--- src/rtl/bt_status_tx.sv ---
// bt_status_tx: UART status reporter for the Bluetooth return path.
// Sends A5,{state,life},{miss,score},xor on input change and after reset.
module bt_status_tx #(
  parameter int CLKS_PER_BIT = 10417,
  parameter int GAP_BITS     = 2
) (
  input  logic       clk,
  input  logic       rst,
  input  logic [2:0] state,
  input  logic [3:0] score,
  input  logic [3:0] miss,
  input  logic [1:0] life,
  output logic       tx,
  output logic       busy,
  output logic       frame_done
);

  localparam int BW =
    (CLKS_PER_BIT > 1) ? $clog2(CLKS_PER_BIT) : 1;
  localparam int GW =
    (GAP_BITS > 1) ? $clog2(GAP_BITS) : 1;
  localparam logic [BW-1:0] BAUD_LAST =
    BW'(CLKS_PER_BIT - 1);
  localparam logic [GW-1:0] GAP_LAST =
    GW'((GAP_BITS > 0) ? GAP_BITS - 1 : 0);

  typedef enum logic [2:0] {
    IDLE,
    START,
    DATA,
    STOP,
    GAP
  } fsm_t;

  fsm_t fsm_q, fsm_d;

  logic [BW-1:0]   baud_q, baud_d;
  logic [2:0]      bit_q, bit_d;
  logic [1:0]      byte_q, byte_d;
  logic [GW-1:0]   gap_q, gap_d;
  logic [3:0][7:0] buf_q;
  logic [12:0]     prev_q;
  logic            pending_q;

  logic [12:0] cur;
  logic        change;
  logic        launch;
  logic        bit_end;
  logic [7:0]  b1;
  logic [7:0]  b2;
  logic [7:0]  cur_byte;
  logic        tx_d;
  logic        busy_d;
  logic        done_d;

  assign cur     = {state, score, miss, life};
  assign change  = cur != prev_q;
  assign launch  = (fsm_q == IDLE) && pending_q;
  assign bit_end = baud_q == BAUD_LAST;
  assign b1      = {state, life, 3'b000};
  assign b2      = {miss, score};

  always_ff @(posedge clk or negedge rst) begin
    if (!rst) begin
      fsm_q  <= IDLE;
      baud_q <= '0;
      bit_q  <= '0;
      byte_q <= '0;
      gap_q  <= '0;
    end else begin
      fsm_q  <= fsm_d;
      baud_q <= baud_d;
      bit_q  <= bit_d;
      byte_q <= byte_d;
      gap_q  <= gap_d;
    end
  end

  // A change in the launch cycle keeps pending set: one more frame follows.
  always_ff @(posedge clk or negedge rst) begin
    if (!rst) begin
      buf_q      <= '0;
      prev_q     <= '0;
      pending_q  <= 1'b1;
      tx         <= 1'b1;
      busy       <= 1'b0;
      frame_done <= 1'b0;
    end else begin
      prev_q     <= cur;
      pending_q  <= change | (pending_q & ~launch);
      tx         <= tx_d;
      busy       <= busy_d;
      frame_done <= done_d;
      if (launch) begin
        buf_q <= {8'hA5 ^ b1 ^ b2, b2, b1, 8'hA5};
      end
    end
  end

  always_comb begin
    fsm_d  = fsm_q;
    baud_d = baud_q + BW'(1);
    bit_d  = bit_q;
    byte_d = byte_q;
    gap_d  = gap_q;
    done_d = 1'b0;
    unique case (fsm_q)
      IDLE: begin
        baud_d = '0;
        if (launch) begin
          fsm_d  = START;
          byte_d = '0;
          bit_d  = '0;
        end
      end
      START: begin
        if (bit_end) begin
          fsm_d  = DATA;
          baud_d = '0;
          bit_d  = '0;
        end
      end
      DATA: begin
        if (bit_end) begin
          baud_d = '0;
          if (bit_q == 3'd7) begin
            fsm_d = STOP;
          end else begin
            bit_d = bit_q + 3'd1;
          end
        end
      end
      STOP: begin
        if (bit_end) begin
          baud_d = '0;
          if (byte_q != 2'd3) begin
            byte_d = byte_q + 2'd1;
            fsm_d  = START;
          end else if (GAP_BITS == 0) begin
            fsm_d  = IDLE;
            done_d = 1'b1;
          end else begin
            fsm_d = GAP;
            gap_d = '0;
          end
        end
      end
      GAP: begin
        if (bit_end) begin
          baud_d = '0;
          if (gap_q == GAP_LAST) begin
            fsm_d  = IDLE;
            done_d = 1'b1;
          end else begin
            gap_d = gap_q + GW'(1);
          end
        end
      end
      default: fsm_d = IDLE;
    endcase
  end

  // Outputs are computed from the next state so they stay registered.
  always_comb begin
    cur_byte = buf_q[byte_d];
    busy_d   = fsm_d != IDLE;
    tx_d     = 1'b1;
    unique case (1'b1)
      (fsm_d == START): tx_d = 1'b0;
      (fsm_d == DATA):  tx_d = cur_byte[bit_d];
      default:          tx_d = 1'b1;
    endcase
  end

endmodule

--- config.mk ---
export PLATFORM = sky130hd
export DESIGN_NAME = bt_status_tx
export DESIGN_NICKNAME = d
export VERILOG_FILES = /design/src/rtl/bt_status_tx.sv
export SDC_FILE = /design/constraint.sdc
export NUM_CORES = 1
export LEC_CHECK = 0
export BUFFER_PORTS_ARGS = -buffer_cell sky130_fd_sc_hd__buf_2
export CAP_MARGIN = 15
export CORE_AREA = 2 2 77 79
export DETAILED_ROUTE_END_ITERATION = 8
export DIE_AREA = 0 0 79 81
export HOLD_SLACK_MARGIN = 0.1
export PLACE_DENSITY = 0.82
export SLEW_MARGIN = 20
export SYNTH_ARGS = -nofsm -noshare
export SYNTH_HDL_FRONTEND = slang
export SYNTH_SLANG_ARGS = --single-unit
export TNS_END_PERCENT = 20
--- constraint.sdc ---
create_clock -name clk -period 4.3 [get_ports clk]
set_input_delay 0.43 -clock clk [delete_from_list [all_inputs] [get_ports clk]]
set_output_delay 0.43 -clock clk [all_outputs]
set_load 0.01 [all_outputs]
==> metrics.md, run 1 <==
| Metric | Value |
|---|---|
| # DRC | `0` |
| Drt wl/cell | `15.1 µm` |
| CP required | `4.56 ns` |
| CTS Buf Count | `9` |
| DR pass1 iterations | `4` |
| N_diodes | `0` |
| Area after DPL | `0.00310 mm²` |
| Gr ovfl total | `0` |
| Area of the multi-input gates | `0.00133 mm²` |
| Fin. max-slew vios | `0` |
| Status | `finished, final reports clean` |
| Post-synth EDFFs | `0` |
| Setup-failing EPs final | `0` |
| Fin Setup TNS | `0 ns` |
| Fillers | `508` |
| Slew @ Worst Pin | `0.769 ns` |
| Worst VDD drop | `0.219 mV` |
| Worst-Skew Late Latency | `0.35 ns` |
| Crit path launch type | `register` |
| Yosys warns | `0` |
| Pleak | `1.51 nW` |
| Core Util, Final | `58.0%` |
| DR vias/cell | `5.54` |
| Fin nets | `332` |
| Vias | `2182` |
| Worst path cell trace | `inv_1, ha_1, nor4b_2, and4_1, a21oi_2, or2_1, mux2_4, a211o_1, a31oi_1, o211ai_1` |
| Detailed Route Iter0 Violations | `154` |
| CTS tree | `done` |
| Layout area overhead | `11.6%` |
| DP Wirelength | `4060 µm` |
| First-pass GRT wire length | `10300 µm` |
| Fmax | `350 MHz` |
| Crit Path Max Fanout | `8` |
| Flop and latch count out of synthesis | `61` |
| Mapped Area | `0.00295 mm²` |
| Vias in the first global route | `2195` |
| Pin count of the biggest net entering global routing | `62` |
| CP max-delay cell | `and4_1` |
| Post-Synthesis Cells | `292` |
| CTS Sinks | `61` |
| Synthesized net count | `310` |
| FF+latch area | `0.00153 mm²` |
| Top_reg_cell synth | `dfrtp_1` |
| Clock Root Buffer | `clkbuf_8` |
| Width of the die | `79 µm` |
| CTS Hold Bufs | `0` |
| Core ar. | `0.00568 mm²` |
| Async SR Flop Fraction | `100%` |
| Power per Cell Area | `349 mW/mm²` |
| Syn Area/Cell | `10.1 µm²` |
| Area share of the largest cell type after synthesis | `50.0%` |
| Max Cap Violations | `0` |
| Cell row count | `28` |
| Worst min path class | `input pin to register` |
| Post-route ant nets | `0` |
| Number of distinct library cells after synthesis | `58` |
| Gpl congestion | `0.945` |
| Minimum clock period | `2.85 ns` |
| # IOs | `18` |
| Post-CTS setup buffers | `0` |
| Post-synth top area cell | `dfrtp_1` |
| Share of layout cells above drive strength 1 | `15.4%` |
| Design area | `0.00329 mm²` |
| Synth top area cells | `dfrtp_1 50%, nand2_1 7.6%, xor2_1 5.6%` |
| Initial antenna violation count | `0` |
| Post_cts resized | `0` |
| CP Data Arrival Time | `3.12 ns` |
| Sequential area share after synthesis | `51.8%` |
| Chip height | `81 µm` |
| Max Root-Sink Buffers | `2` |
| Final WL | `5940 µm` |
| Initial Utilization | `52.0%` |
| Port buffer count | `17` |
| RSZ-0062 raised after global routing | `no` |
| Clock transition at path regs | `0.07 ns` |
| Period utilization | `66.4%` |
| CP endpoint kind | `register` |
| GR Util All Layers | `21.2%` |
| CP peak stage delay | `0.47 ns` |
| Dpl cells | `378` |
| Worst slew margin | `48.1%` |
| Fin. Hold Viols | `0` |
| Kind of critical path | `register to register` |
| Clock Skew | `0.00704 ns` |
| Layout Cells excl Fill | `394` |
| Htree depth | `3` |
| Die ar. | `0.00640 mm²` |
-- worst max-delay path, delay by kind of cell (launching register included) --
| kind | cells | cell delay [ns] |
|---|---|---|
| compound gates | 4 | 0.65 |
| fa+ha+maj | 1 | 0.13 |
| buf+inv | 1 | 0.07 |
| flops | 1 | 0.42 |
| mux | 1 | 0.34 |
| simple gates | 3 | 1.14 |
-- cells in the final DEF, fill, tap and decap left out, drive strengths merged, types with 3 or more instances in the layout --
| master | netlist | layout |
|---|---|---|
| nand4 | 6 | 6 |
| nor2 | 20 | 20 |
| buf | 4 | 20 |
| a31oi | 3 | 3 |
| nor4b | 3 | 3 |
| ha | 3 | 3 |
| xnor2 | 13 | 13 |
| inv | 10 | 10 |
| nand2b | 3 | 3 |
| a21oi | 5 | 5 |
| nor4 | 3 | 3 |
| dfrtp | 59 | 59 |
| nand2 | 60 | 60 |
| and3 | 7 | 7 |
| nand3 | 14 | 14 |
| clkbuf | 5 | 12 |
| o21a | 3 | 3 |
| xor2 | 19 | 19 |
| o21ai | 10 | 10 |
| mux2 | 3 | 3 |
-- kinds of logic (layout without fill, tap and decap cells) --
family / Yosys count / in the layout / share of synthesized area, %
fa+ha+maj: 4 / 4 / 1.61
mux: 5 / 5 / 1.95
xor+xnor: 32 / 32 / 9.50
buf+inv: 19 / 46 / 3.01
compound gates: 41 / 41 / 10.5
flops: 61 / 61 / 51.8
simple gates: 130 / 130 / 21.6
-- registers in the layout (all words and copies together) (netlist names) --
register / cells
byte_q: 2
buf_q: 21
fsm_q: 3
busy: 1
tx: 1
pending_q: 1
baud_q: 14
bit_q: 3
prev_q: 13
gap_q: 1
frame_done: 1
-- per-layer routing --
layer  wire (µm)  vias to the layer above  GRT usage [%]
li1            -                     1054              -
met1        2660                     1072           26.7
met2        2930                       46           34.8
met3         200                       10           4.67
met4         138                        0           10.9
met5           0                        -              0
-- cells in the mapped netlist, drive strengths merged, types with 3 or more instances --
library cell and number:
ha 3, a31oi 3, a21oi 5, buf 4, mux2 3, nor4 3
and3 7, nor2 20, o21ai 10, nand4 6, clkbuf 5, nand2b 3
xor2 19, nand3 14, dfrtp 59, inv 10, nor4b 3, o21a 3
xnor2 13, nand2 60
-- report_power, final --
part,internal [W],switching (W),leakage [nW]
clock network,0.000281,0.000217,0.0964
logic,0.0000200,0.0000300,0.674
registers,0.000592,0.00000961,0.743
total,0.000894,0.000257,1.51
-- metrics by stage --
| stage | hold slack (ns) | setup slack, ns | power [W] |
|---|---|---|---|
| 3_3_place_gp | 0.457 | 1.63 | 0.000662 |
| 3_5_place_dp | 0.457 | 1.52 | 0.000664 |
| 4_1_cts | 0.214 | 1.46 | 0.00116 |
| 6_report | 0.221 | 1.45 | 0.00115 |
| 5_1_grt | 0.220 | 1.15 | 0.00119 |
| 2_1_floorplan | 0.134 | 1.84 | 0.000632 |
-- cell type report --
cell class,count,share of cell area [%]
Clock buffer,12,4.41
Clock inverter,4,1.44
Inverter,10,1.14
Multi-Input combinational cell,212,40.5
Sequential cell,61,46.4
Tap cell,75,2.85
Timing Repair Buffer,20,3.27
-- worst paths after layout --
| check | from | endpoint | slack [ns] | cells past startpoint |
|---|---|---|---|---|
| worst max-delay path | baud_q[0] | tx | 1.45 | 10 |
| worst min register to register | buf_q[14] | buf_q[14] | 0.48 | 2 |
| max in group asynchronous | rst | prev_q[12] | 3.59 | 2 |
| min in group asynchronous | rst | baud_q[6] | 0.23 | 2 |
| worst min-delay path | score[1] | prev_q[7] | 0.22 | 1 |
| worst max register to register | baud_q[0] | tx | 1.45 | 10 |
(Power assumes the default switching activity.)
==> run 2: changes to the inputs <==
--- a/config.mk
+++ b/config.mk
@@ -11,7 +11,7 @@
 export DETAILED_ROUTE_END_ITERATION = 8
 export DIE_AREA = 0 0 79 81
 export HOLD_SLACK_MARGIN = 0.1
-export PLACE_DENSITY = 0.82
+export PLACE_DENSITY = 0.85
 export SLEW_MARGIN = 20
 export SYNTH_ARGS = -nofsm -noshare
 export SYNTH_HDL_FRONTEND = slang
==> constraint.sdc (replaced) <==
create_clock -name clk -period 2.46 [get_ports clk]
set_input_delay 0.246 -clock clk [delete_from_list [all_inputs] [get_ports clk]]
set_output_delay 0.246 -clock clk [all_outputs]
set_load 0.01 [all_outputs]
==> metrics.md, run 2 (synthesis gave the netlist of run 1 again) <==
| Metric | Value |
|---|---|
| Power per Cell Area | `562 mW/mm² (+61%)` |
| Clock Skew | `0.00956 ns (+0.00251 ns)` |
| First-pass GRT wire length | `10800 µm (+4.8%)` |
| Slew @ Worst Pin | `0.625 ns (-0.144 ns)` |
| DR pass1 iterations | `4 (unchanged)` |
| Dpl cells | `396 (+4.8%)` |
| R2R Setup Slk | `-0.009 ns (-1.46 ns)` |
| Initial antenna violation count | `0 (unchanged)` |
| Share of layout cells above drive strength 1 | `22.5% (+7.2 points)` |
| Max FFs per register | `21 (unchanged)` |
| Setup-failing EPs final | `1 (+1)` |
| M3 GR Usage | `6.11% (+1.4 points)` |
| Worst VDD drop | `0.485 mV (+120%)` |
| Initial Utilization | `52.0% (unchanged)` |
| Met2 GRT Util | `37.7% (+2.9 points)` |
| CTS Buf Count | `9 (unchanged)` |
| Minimum clock period | `2.47 ns (-0.385 ns)` |
| Crit path setup slack, layout | `-0.00914 ns (-1.46 ns)` |
| Dpl ws | `-0.0618 ns (-1.58 ns)` |
| Crit path launch type | `register` |
| Fmax | `405 MHz (+16%)` |
| Crit Path Max Fanout | `5 (-3)` |
| Post-route ant nets | `0 (unchanged)` |
| # IOs | `18 (unchanged)` |
| # DRC | `0 (unchanged)` |
| Kind of critical path | `register to register` |
| Gpl congestion | `0.908 (-3.9%)` |
| Commonest non-fill, non-tap cells in the layout | `60 x nand2_1, 59 x dfrtp_1, 23 x buf_4` |
| Cell row count | `28 (unchanged)` |
| Vias in the first global route | `2368 (+7.9%)` |
| RSZ-0062 raised after global routing | `yes` |
| Fin. max-slew vios | `0 (unchanged)` |
| Failing checks | `negative setup slack` |
| Fin nets | `368 (+11%)` |
| Die ar. | `0.00640 mm² (unchanged)` |
| Fillers | `457 (-10%)` |
| Htree depth | `3 (unchanged)` |
| Vias | `2346 (+7.5%)` |
| CTS tree | `done` |
| DR vias/cell | `5.46 (-1.5%)` |
| Core ar. | `0.00568 mm² (unchanged)` |
| Reg2Reg Depth | `11 (+1)` |
| Layout area overhead | `25.0%` |
| Pin count of the biggest net entering global routing | `37 (-40%)` |
| CP required | `2.71 ns (-1.85 ns)` |
| CP endpoint kind | `register` |
| Worst min path class | `input pin to async pin` |
| Fin. Hold Viols | `0 (unchanged)` |
| Pleak | `1.72 nW (+14%)` |
| Gr ovfl total | `0 (unchanged)` |
| DP Wirelength | `4430 µm (+9.0%)` |
| Worst-Skew Late Latency | `0.34 ns (about the same)` |
| Top reg by flops | `buf_q` |
| Max Cap Violations | `0 (unchanged)` |
| CP max-delay cell | `dfrtp_1` |
| Status | `finished with violations` |
| CP Data Arrival Time | `2.72 ns (-0.40 ns)` |
| Worst slew margin | `58.3% (+10 points)` |
| Total power | `0.00207 W (+80%)` |
| Clock Root Buffer | `clkbuf_8` |
| Top Registers | `buf_q: 21 flops, baud_q: 14 flops, prev_q: 13 flops` |
| Worst hold slack | `0.453 ns (+0.232 ns)` |
| GR Util All Layers | `22.5% (+1.2 points)` |
| Period utilization | `100% (+34 points)` |
| Worst path cell trace | `inv_1, ha_1, nor4b_4, nand4_1, buf_4, o21ai_2, or2_4, mux2_4, a211o_1, a31oi_1, o211ai_1` |
| Grt met1 use | `27.6% (+0.89 points)` |
| Final WL | `6350 µm (+7.0%)` |
| Clock transition at path regs | `0.07 ns (about the same)` |
| CTS Sinks | `61 (unchanged)` |
| Port buffer count | `17 (unchanged)` |
| Detailed Route Iter0 Violations | `125 (-19%)` |
| Core Util, Final | `65.0% (+7.0 points)` |
| Reg-to-reg startpoint | `baud_q[0]` |
| N_diodes | `0 (unchanged)` |
| Worst reg2reg endpoint | `tx` |
| Drt wl/cell | `14.8 µm (-1.9%)` |
| Layout Cells excl Fill | `430 (+9.1%)` |
| CP peak stage delay | `0.38 ns (-0.09 ns)` |
| Width of the die | `79 µm (unchanged)` |
| Gr busiest metal | `met2` |
| Max Root-Sink Buffers | `2 (unchanged)` |
| Most common cell after layout, fill and taps aside | `nand2_1` |
| Chip height | `81 µm (unchanged)` |
run 2: how the worst max path moves through the flow:
stage          depth (start not counted)  endpoint  startpoint
6_report                              11        tx   baud_q[0]
5_1_grt                               11        tx   baud_q[0]
4_1_cts                               11        tx   baud_q[0]
3_5_place_dp                          10        tx   baud_q[0]
3_3_place_gp                          10        tx   baud_q[0]
2_1_floorplan                         12        tx   baud_q[0]
run 2: where the power goes:
group / switching [W] / leakage, nW / internal [W]
Combinational: 0.0000581 / 0.872 / 0.0000522
Sequential: 0.0000160 / 0.743 / 0.00103
Clock: 0.000390 / 0.102 / 0.000520
run 2: timing repair:
action | CTS | global route
pin swaps | 3 | 9
endpoints found under the setup margin | 1 | 2
cloned | 0 | 0
gates resized for setup | 5 | 10
hold buffers | 14 | 0
hold endpoints to repair | 37 | 0
buffers inserted | 1 | 3
run 2: stage by stage:
stage / setup TNS (ns) / area, µm²
2_1_floorplan: 0 / 2960
3_5_place_dp: -0.0618 / 3260
5_1_grt: -0.246 / 3690
4_1_cts: 0 / 3620
6_report: -0.00914 / 3690
3_3_place_gp: 0 / 3260
run 2: worst max-delay path: cells and delay by family (launching register included):
| family | cells | cell delay [ns] |
|---|---|---|
| multiplexers | 1 | 0.30 |
| flip-flops | 1 | 0.38 |
| adder cells (fa/ha/maj) | 1 | 0.13 |
| AND/OR/NAND/NOR | 3 | 0.61 |
| buffers and inverters | 2 | 0.27 |
| AO/OA/AOI/OAI | 4 | 0.69 |
run 2: cell type report:
| type | instances | area [µm²] | area share, % |
|---|---|---|---|
| clock inverters | 4 | 47.5 | 1.29 |
| inverters | 10 | 40.0 | 1.09 |
| multi-input cells | 212 | 1390 | 37.8 |
| clock buffers | 12 | 155 | 4.21 |
| repair buffers | 56 | 429 | 11.6 |
| well taps | 75 | 93.8 | 2.54 |
| flip-flops and latches | 61 | 1530 | 41.5 |
run 2: per-layer routing:
layer,wire length (µm),up-vias
li1,-,1123
met1,2780,1153
met2,3190,53
met3,230,17
met4,153,0
met5,0,-
